==> config.mk <==
export PLATFORM = sky130hd
export DESIGN_NAME = lifo_stream_bridge
export DESIGN_NICKNAME = d
export VERILOG_FILES = /design/src/rtl/lifo_pkg.sv /design/src/rtl/lifo_out_buf.sv /design/src/rtl/lifo_stream_bridge.sv
export SDC_FILE = /design/constraint.sdc
export NUM_CORES = 1
export LEC_CHECK = 0
export ABC_AREA = 1
export BUFFER_PORTS_ARGS = -buffer_cell sky130_fd_sc_hd__buf_2
export CAP_MARGIN = 10
export CORE_ASPECT_RATIO = 1.2
export CORE_MARGIN = 4
export CORE_UTILIZATION = 40
export CTS_BUF_LIST = sky130_fd_sc_hd__clkbuf_16
export DETAILED_ROUTE_END_ITERATION = 8
export PLACE_DENSITY = 0.61
export SETUP_SLACK_MARGIN = 0.4
export SYNTH_ARGS = -nofsm -noshare
export SYNTH_HDL_FRONTEND = slang
export SYNTH_SLANG_ARGS = --single-unit
==> constraint.sdc <==
create_clock -name Clk -period 3.8 [get_ports Clk]
set_input_delay 1.14 -clock Clk [delete_from_list [all_inputs] [get_ports Clk]]
set_output_delay 1.14 -clock Clk [all_outputs]
set_load 0.005 [all_outputs]
==> src/rtl/lifo_pkg.sv <==
`default_nettype none
// +------------------------------------------------------------------+
// | lifo_pkg : shared state type and sizing defaults for the bridge  |
// | Rev 1.0                                                          |
// +------------------------------------------------------------------+
package lifo_pkg;

  localparam int DATA_WIDTH_DEF = 8;
  localparam int LIFO_DEPTH_DEF = 16;

  typedef enum logic [1:0] {
    IDLE  = 2'd0,
    DRAIN = 2'd1,
    FLUSH = 2'd2
  } state_t;

  function automatic int cnt_width(input int depth);
    return $clog2(depth + 1);
  endfunction

endpackage
`default_nettype wire

==> src/rtl/lifo_out_buf.sv <==
`default_nettype none
// +------------------------------------------------------------------+
// | lifo_out_buf : 2-entry valid/ready FIFO carrying {last,data}     |
// | Rev 1.0                                                          |
// +------------------------------------------------------------------+
module lifo_out_buf
  import lifo_pkg::*;
#(
  parameter int WIDTH = DATA_WIDTH_DEF + 1
) (
  input  logic             Clk,
  input  logic             Rst,
  input  logic             wr_en,
  input  logic [WIDTH-1:0] wr_data,
  input  logic             rd_ready,
  output logic             valid,
  output logic [WIDTH-1:0] rd_data,
  output logic [1:0]       count
);

  logic [WIDTH-1:0] mem [2];
  logic             wr_ptr;
  logic             rd_ptr;
  logic             deq;

  assign valid   = (count != 2'd0);
  assign deq     = valid && rd_ready;
  assign rd_data = mem[rd_ptr];

  // The controller never writes when full, so capture and dequeue may coincide freely.
  always_ff @(posedge Clk or posedge Rst) begin
    if (Rst) begin
      mem[0] <= '0;
      mem[1] <= '0;
      wr_ptr <= 1'b0;
      rd_ptr <= 1'b0;
      count  <= 2'd0;
    end else begin
      if (wr_en) begin
        mem[wr_ptr] <= wr_data;
        wr_ptr      <= !wr_ptr;
      end
      if (deq) rd_ptr <= !rd_ptr;
      count <= count + {1'b0, wr_en} - {1'b0, deq};
    end
  end

endmodule
`default_nettype wire

==> src/rtl/lifo_stream_bridge.sv <==
`default_nettype none
// +------------------------------------------------------------------+
// | lifo_stream_bridge : stream -> LIFO push, drain -> popped stream |
// | Rev 1.0                                                          |
// +------------------------------------------------------------------+
module lifo_stream_bridge
  import lifo_pkg::*;
#(
  parameter int DATA_WIDTH = DATA_WIDTH_DEF,
  parameter int LIFO_DEPTH = LIFO_DEPTH_DEF,
  parameter int CNT_W      = cnt_width(LIFO_DEPTH)
) (
  input  logic                  Clk,
  input  logic                  Rst,
  input  logic                  s_valid,
  output logic                  s_ready,
  input  logic [DATA_WIDTH-1:0] s_data,
  input  logic                  drain_req,
  input  logic [CNT_W-1:0]      drain_count,
  output logic                  busy,
  output logic                  drain_done,
  output logic                  m_valid,
  input  logic                  m_ready,
  output logic [DATA_WIDTH-1:0] m_data,
  output logic                  m_last,
  output logic                  lifo_push,
  output logic                  lifo_pop,
  output logic [DATA_WIDTH-1:0] lifo_din,
  input  logic [DATA_WIDTH-1:0] lifo_dout,
  input  logic                  lifo_full,
  input  logic                  lifo_empty
);

  localparam logic [CNT_W-1:0] DEPTH_C = CNT_W'(LIFO_DEPTH);
  localparam logic [CNT_W-1:0] ONE_C   = CNT_W'(1);

  state_t                  state, state_nx;
  logic [CNT_W-1:0]        occ, remaining, take;
  logic                    inflight, inflight_last;
  logic                    accept, pop, finish, deq;
  logic                    buf_valid, buf_last;
  logic [DATA_WIDTH-1:0]   buf_data;
  logic [1:0]              buf_count;
  logic [2:0]              buf_after;

  // Stack flags are only observed externally; occupancy is tracked locally.
  logic unused_stack_flags;
  assign unused_stack_flags = &{1'b0, lifo_full, lifo_empty};

  assign take      = (drain_count == '0 || drain_count > occ) ? occ : drain_count;
  assign deq       = buf_valid && m_ready;
  // Occupancy the buffer will hold after this edge; counting the dequeue keeps one pop per cycle.
  assign buf_after = 3'(buf_count) + 3'(inflight) - 3'(deq);

  always_ff @(posedge Clk or posedge Rst) begin
    if (Rst) state <= IDLE;
    else     state <= state_nx;
  end

  always_comb begin
    state_nx = state;
    s_ready  = 1'b0;
    accept   = 1'b0;
    pop      = 1'b0;
    finish   = 1'b0;
    case (state)
      IDLE: begin
        s_ready = !Rst && (occ < DEPTH_C) && !drain_req;
        if (!Rst && drain_req) begin
          if (take == '0) finish = 1'b1;
          else begin
            accept   = 1'b1;
            state_nx = DRAIN;
          end
        end
      end
      DRAIN: begin
        pop = (remaining != '0) && (buf_after < 3'd2);
        if (pop && remaining == ONE_C) state_nx = FLUSH;
      end
      FLUSH: begin
        if (buf_after == 3'd0) begin
          finish   = 1'b1;
          state_nx = IDLE;
        end
      end
      default: state_nx = IDLE;
    endcase
  end

  always_ff @(posedge Clk or posedge Rst) begin
    if (Rst) begin
      occ           <= '0;
      remaining     <= '0;
      inflight      <= 1'b0;
      inflight_last <= 1'b0;
      drain_done    <= 1'b0;
    end else begin
      inflight      <= pop;
      inflight_last <= pop && (remaining == ONE_C);
      drain_done    <= finish;
      if (lifo_push)  occ <= occ + ONE_C;
      else if (pop)   occ <= occ - ONE_C;
      if (accept)     remaining <= take;
      else if (pop)   remaining <= remaining - ONE_C;
    end
  end

  lifo_out_buf #(
    .WIDTH (DATA_WIDTH + 1)
  ) u_out_buf (
    .Clk      (Clk),
    .Rst      (Rst),
    .wr_en    (inflight),
    .wr_data  ({inflight_last, lifo_dout}),
    .rd_ready (m_ready),
    .valid    (buf_valid),
    .rd_data  ({buf_last, buf_data}),
    .count    (buf_count)
  );

  assign busy      = (state != IDLE);
  assign lifo_push = s_valid && s_ready;
  assign lifo_din  = lifo_push ? s_data : '0;
  assign lifo_pop  = pop;
  assign m_valid   = buf_valid;
  assign m_data    = buf_valid ? buf_data : '0;
  assign m_last    = buf_valid && buf_last;

endmodule
`default_nettype wire

==> results of run 1 <==
[where the power goes]
part / leakage [nW] / internal [mW] / total (mW) / switching, mW
logic: 1.07 / 0.733 / 1.48 / 0.742
registers: 0.457 / 0.574 / 0.711 / 0.137
clock network: 0.0775 / 0.307 / 0.464 / 0.157
total: 1.60 / 1.61 / 2.65 / 1.04
[stage by stage]
step                      instances  worst slack, ns
after floorplan                 283           0.0723
after global placement          393           -0.188
after detailed placement        393           -0.207
after CTS                       412          -0.0746
after global routing            413           -0.155
final                           413          -0.0726
[cell families (layout without fill, tap and decap cells)]
| kind of cell | Yosys count | after routing |
|---|---|---|
| and+or+nand+nor | 128 | 128 |
| buffers and inverters | 55 | 123 |
| AOI/OAI and AO/OA | 40 | 40 |
| DFF | 37 | 37 |
| adders and majority gates | 15 | 15 |
| xor gates and xnor gates | 8 | 8 |
[cell type report]
cell class              instances  area, um2
multi-input cells             191       1100
repair buffers                 66        437
inverters                      49        196
flip-flops and latches         37        926
clock inverters                 3       41.3
fillers                       512       2360
clock buffers                   5        125
well taps                      62       77.6
[layer usage]
metal	global-route usage [%]	up-vias	wire, um
met5	0	-	0
met4	5.25	0	99
met3	3.41	9	192
met2	30.2	31	2600
met1	18.6	871	2010
li1	-	1008	-
[worst max path at each step]
| stage | from | endpoint | slack (ns) | cells after the start |
|---|---|---|---|---|
| floorplan | m_ready | lifo_pop | 0.07 | 12 |
| global placement | m_ready | lifo_pop | -0.19 | 14 |
| detailed placement | m_ready | lifo_pop | -0.21 | 14 |
| CTS | m_ready | lifo_pop | -0.07 | 14 |
| global route | m_ready | lifo_pop | -0.16 | 14 |
| finish | m_ready | lifo_pop | -0.07 | 14 |
[cells in the mapped netlist]
| master | count | area, um2 |
|---|---|---|
| nand2_1 | 81 | 304 |
| o21ai_1 | 2 | 10.0 |
| clkbuf_1 | 6 | 22.5 |
| dfrtp_1 | 37 | 926 |
| nand3_1 | 14 | 70.1 |
| nand2_2 | 3 | 18.8 |
| fa_1 | 2 | 40.0 |
| nor2_1 | 17 | 63.8 |
| nor3_1 | 2 | 10.0 |
| o21ai_0 | 24 | 120 |
| xor2_1 | 7 | 61.3 |
| or2_2 | 2 | 12.5 |
| xnor2_1 | 1 | 8.76 |
| nor4_1 | 1 | 6.26 |
| a22oi_1 | 1 | 7.51 |
| nand4_1 | 1 | 6.26 |
| nand3b_1 | 1 | 7.51 |
| a21oi_1 | 11 | 55.1 |
| o22ai_1 | 1 | 6.26 |
| inv_1 | 48 | 180 |
| nand3_2 | 1 | 10.0 |
| clkinv_1 | 1 | 3.75 |
| a31o_2 | 1 | 8.76 |
| nor2_2 | 2 | 12.5 |
| nand2_4 | 3 | 33.8 |
| ha_1 | 13 | 163 |
[registers in the layout, summed over array words and instances, names as in the netlist]
register	count
u_out_buf.wr_ptr	1
inflight	1
occ	5
u_out_buf.rd_ptr	1
drain_done	1
u_out_buf.mem	18
u_out_buf.count	2
remaining	5
inflight_last	1
state	2
[critical path: stages]
cell and delay [ns]:
buf_8 0.11, inv_12 0.04, nor2_4 0.03, ha_4 0.26, inv_2 0.03, ha_4 0.14, fa_2 0.35, xnor2_2 0.15
nor2_2 0.11, nand2_2 0.08, inv_2 0.06, nand2_2 0.06, inv_2 0.08, buf_6 0.09
[repair_timing]
| item | in CTS | in global routing |
|---|---|---|
| pin swaps | 5 | 2 |
| setup buffers | 11 | 1 |
| resized for setup | 7 | 18 |
| hold endpoints to repair | 0 | 0 |
| endpoints found under the setup margin | 1 | 11 |
==> metrics.sh, run 1 <==
1ST_PASS_ROUTER_ITERATIONS=4
FINAL.SETUP.TNS_NS=-0.0726
FINAL_CORE_UTILIZATION_PCT=55.1
WORST_HOLD_STARTPOINT='u_out_buf.mem[8]$_DFFE_PP0P_'
CRITPATHMAXFANOUT=2
RUN_STATUS='finished, violations left'
INSERTEDDIODECOUNT=0
FINAL_ANTENNA_NET_COUNT=0
FINAL_COMMON_CELL='nand2_1'
DIE_BOUNDARY_WIDTH_UM=75.2
TIMING.RR.START='u_out_buf.count[1]$_DFF_PP0_'
POSTSYNTHREGISTERBITS=37
HTREEDEPTH=2
CRIT_TYPE='input port to output pin'
GP_ROUTABILITY_CONGESTION=0.823
OVERFLOW=0
SYN-INSTANCE-COUNT=283
GRT_FIRST_PASS_WIRELENGTH_MM=8.36
AVGVIACOUNTPERCELL=4.65
POST-ROUTE-DRC-COUNT=0
TRITONCTS='yes'
DPL_WIRE_LENGTH_MM=3.46
HOLD_WS_NS=0.485
CLOCK_SINKS=37
NUMPORTBUFFERS=48
SYN_AVG_CELL_AREA_UM2=7.66
HOLD_PATH_END='u_out_buf.mem[8]$_DFFE_PP0P_'
WORST-R2R-CELL-COUNT=23
VIOLATIONS='negative setup slack'
CLOCK.FMAX_MHz=258
CTS_MADE_BUFFERS=5
FINAL-HOLD-VIOLATION-COUNT=0
POST_SYNTH_FA_HA_MAJ_AREA_FRACTION_PCT=9.35
PERIOD_UTILIZATION_PCT=102
FIN_WS_NS=-0.0726
POST-ROUTE-CELL-AREA_UM2=2900
GRT_MAX_DEGREE=23
DESIGN.CORE.AREA_UM2=5260
TIGHTEST_SLEW_NS=0.588
CTS_HOLD_BUFFERS=0
SYNTH-COMPOUND-AREA-SHARE_PCT=9.58
SYNTH.CELL_AREA_UM2=2170
REG2REG_SLACK_NS=0.39
MAX-SLEW-MARGIN-REL_PCT=60.8
GRT_USE_TOTAL_PCT=16.4
ROUTED_WIRE_LENGTH_PER_INSTANCE_UM=11.9
CRIT_PATH_START_KIND='input port'
IR_WORST_VDD_mV=0.423
SYNTHESIS.YOSYS.WARNINGS=0
YS_SEQ_AREA_SHARE_PCT=42.7
WORSTSKEWPAIRLATENCY_NS=0.28
NNETSFINAL=393
SYNTH_SIMPLE_GATE_AREA_SHARE_PCT=25.6
TIMING.CLOCK.SKEW_NS=0.00415
WORSTPATHREQUIRED_NS=2.66
TIMING.FINAL.CRIT_PERIOD_NS=3.87
DRIVE_GT1_SHARE_PCT=28.2
GRT_PASS1_VIAS=1867
MOST-COMMON-LAYOUT-CELLS='nand2_1, buf_2, inv_1'
HP-CLASS='flip-flop to flip-flop'
REPORT.POWER.TOTAL_mW=2.65
CATEGORY_OF_THE_WORST_SETUP_PATH_CAPTURE_POINT='output pin'
SYNTH_TOP_FAMILY_BY_AREA='simple AND/OR/NAND/NOR gates'
POSTSYNTHNETCOUNT=326
CRITICAL_PATH_ARRIVAL_NS=2.73
SYNTHXORXNORAREAFRAC_PCT=3.23
FLOORPLAN.IO_PINS=51
LEAKAGEPOWER_nW=1.60
DIE-AREA_UM2=6670
NETLIST-CELL-TYPE-COUNT=26
FP.DIEH_UM=88.7
ROUTED-VIA-COUNT=1919
START_UTIL_PCT=41.2
CTS.PATH.MAX_BUFFERS=2
SETUP-VIOLATIONS-FINAL=1
CLOCK_TREE.ROOT_CELL='clkbuf_16'
HOLD_PATH_DEPTH=2
ANTENNA_FOUND_INITIAL=0
TOTAL_CELL_AREA_AT_THE_PLACEMENT_STAGE_UM2=2540
DR.FIRST_ITER.DRC_COUNT=98
MUXSHAREOFSYNTHAREA_PCT=0
UNREPAIRED_SETUP_ENDPOINTS_AFTER_GLOBAL_ROUTING='true'
DRT-TOTAL-WL_MM=4.91
FP-ROW-COUNT=29
SYN2LAYOUT_AREA_GROWTH_PCT=33.7
REPORT.FINAL.SLEW_VIOL_COUNT=0
POWER.DENSITY_CELL_AREA_nW_PER_UM2=914
RR_ENDPOINT='state[0]$_DFFE_PP0P_'
CAP_VIOL_MAX_COUNT=0
CLK_PIN_SLEW_NS=0.05
Note: power is estimated with default switching activity, not from simulation.
==> run 2: changes to the inputs <==
CORE_UTILIZATION = 48   (was 40)
PLACE_DENSITY = 0.71   (was 0.61)
RECOVER_POWER = 50   (was unset)
==> metrics.sh, run 2 (same netlist as run 1, synthesis figures left out) <==
GRTUSAGEMET2_PCT=29.1
FINISH.CELL_COUNT_WITHOUT_FILLERS=395
CRITICAL_PATH_ARRIVAL_NS=2.73
HP-CLASS='flip-flop to flip-flop'
INSERTEDDIODECOUNT=0
ROUTED_WIRE_LENGTH_PER_INSTANCE_UM=11.4
POWER.DENSITY_CELL_AREA_nW_PER_UM2=816
ROUTED-VIA-COUNT=1886
POST-ROUTE-DRC-COUNT=0
FINAL-HOLD-VIOLATION-COUNT=0
FP-ROW-COUNT=26
HTREEDEPTH=2
GRT_PASS1_VIAS=1786
CLOCK.FMAX_MHz=259
MAX-SLEW-MARGIN-REL_PCT=-31.1
FIN_WS_NS=-0.0671
VIOLATIONS='max-capacitance violations, max-slew violations, negative setup slack'
1ST_PASS_ROUTER_ITERATIONS=4
AVGVIACOUNTPERCELL=4.77
GRT_BUSIEST_LAYER='met2'
HOLD_WS_NS=0.482
DRIVE_GT1_SHARE_PCT=23.9
GLOBAL_ROUTE.USAGE.MET1_PCT=20.1
LEAKAGEPOWER_nW=1.52
TIMING.CLOCK.SKEW_NS=0.00374
ANTENNA_FOUND_INITIAL=0
FLIP_FLOP_COUNT_OF_THE_LARGEST_REGISTER_AFTER_LAYOUT=18
RUN_STATUS='finished, violations left'
START_UTIL_PCT=50.1
GLOBAL_ROUTE.USAGE.MET3_PCT=3.67
FINAL_COMMON_CELL='nand2_1'
FINAL.SETUP.TNS_NS=-0.0671
CAP_VIOL_MAX_COUNT=1
WORST-R2R-CELL-COUNT=17
GRT_USE_TOTAL_PCT=16.9
DR.FIRST_ITER.DRC_COUNT=68
CRIT_PATH_START_KIND='input port'
FINAL_ANTENNA_NET_COUNT=0
TRITONCTS='yes'
CRITPATHMAXFANOUT=2
WORST_HOLD_STARTPOINT='u_out_buf.mem[6]$_DFFE_PP0P_'
CATEGORY_OF_THE_WORST_SETUP_PATH_CAPTURE_POINT='output pin'
CRIT_TYPE='input port to output pin'
FP.DIEH_UM=81.6
GP_ROUTABILITY_CONGESTION=0.835
NNETSFINAL=381
TIGHTEST_SLEW_NS=1.97
DPL_WIRE_LENGTH_MM=3.37
SYN2LAYOUT_AREA_GROWTH_PCT=25.3
UNREPAIRED_SETUP_ENDPOINTS_AFTER_GLOBAL_ROUTING='true'
RR_ENDPOINT='remaining[4]$_DFFE_PP0P_'
CTS_MADE_BUFFERS=5
REG2REG_SLACK_NS=1.15
TIMING.FINAL.CRIT_PERIOD_NS=3.87
CTS_HOLD_BUFFERS=0
PLACE_INST=387
DRT-TOTAL-WL_MM=4.49
BIGGEST_REGS='u_out_buf.mem (18), occ (5), remaining (5)'
SETUP-VIOLATIONS-FINAL=1
REPORT.FINAL.SLEW_VIOL_COUNT=38
FINAL_CORE_UTILIZATION_PCT=62.8
TIMING.RR.START='u_out_buf.count[1]$_DFF_PP0_'
DIE-AREA_UM2=5660
CLK_PIN_SLEW_NS=0.05
MOST-COMMON-LAYOUT-CELLS='nand2_1, inv_1, buf_2'
REGMOSTFLOPS='u_out_buf.mem'
IR_WORST_VDD_mV=0.344
DESIGN.CORE.AREA_UM2=4330
HOLD_PATH_DEPTH=2
NUMPORTBUFFERS=48
GRT_FIRST_PASS_WIRELENGTH_MM=7.75
CLOCK_TREE.ROOT_CELL='clkbuf_16'
GRT_MAX_DEGREE=38
WORSTPATHREQUIRED_NS=2.66
CLOCK_SINKS=37
OVERFLOW=0
COUNT_OF_FILL_CELLS_ADDED_DURING_FILLER_INSERTION=394
FLOORPLAN.IO_PINS=51
HOLD_PATH_END='u_out_buf.mem[6]$_DFFE_PP0P_'
PERIOD_UTILIZATION_PCT=102
POSTCTSSETUPREPAIRBUFS=0
WORSTSKEWPAIRLATENCY_NS=0.28
DIE_BOUNDARY_WIDTH_UM=69.4
CTS.PATH.MAX_BUFFERS=2
==> run 2: cell types whose count changed in the layout (fill, tap and decap cells not counted), sizes merged <==
cell and delta:
buf -14, bufinv -1, clkbuf +2, clkinv +1, clkinvlp -1, inv +1
==> run 2: report_power, final <==
part	internal (mW)	switching [mW]
Clock	0.238	0.152
Combinational	0.475	0.642
Sequential	0.575	0.136
==> run 2: what timing repair did <==
action                                 4_1_cts  5_1_grt
endpoints found under the hold margin        0        0
resized for setup                            6        3
pin swaps                                    6        0
setup endpoints to repair                    1       10
cloned                                       0        0
==> run 2: worst max-delay path by stage <==
stage	start	endpoint	slack [ns]	cells past startpoint
4_1_cts	m_ready	lifo_pop	-0.08	14
6_report	m_ready	lifo_pop	-0.07	14
2_1_floorplan	m_ready	lifo_pop	0.07	12
3_3_place_gp	m_ready	lifo_pop	-0.19	14
5_1_grt	m_ready	lifo_pop	-0.15	14
3_5_place_dp	m_ready	lifo_pop	-0.21	14
==> run 2: area by class of cell <==
class                           instances  area, um2  share of cell area, %
Clock buffer                            5        125                   4.60
Multi-Input combinational cell        191       1090                   40.1
Timing Repair Buffer                   54        297                   10.9
Clock inverter                          3       13.8                  0.506
Tap cell                               56       70.1                   2.58
Inverter                               49        196                   7.23
Sequential cell                        37        926                   34.1
==> run 2: stage by stage <==
step	worst slack (ns)	total power, mW	instance area [um2]
after floorplan	0.0723	1.48	2200
after global placement	-0.193	1.77	2540
after detailed placement	-0.206	1.80	2540
after CTS	-0.0798	2.23	2710
after global routing	-0.154	2.45	2720
final	-0.0671	2.22	2720
==> run 2: critical path, stage by stage <==
cell     delay [ns]
buf_8          0.11
inv_12         0.04
nor2_4         0.03
ha_4           0.26
inv_2          0.04
ha_4           0.14
fa_2           0.35
xnor2_2        0.15
nor2_2         0.11
nand2_1        0.08
inv_1          0.07
nand2_2        0.05
inv_2          0.07
buf_6          0.09
==> run 2: metal layers <==
metal,share of wire (%),wire length [um]
met3,4.9,220
met2,47,2130
met5,0,0
met1,45,2000
met4,3.2,142
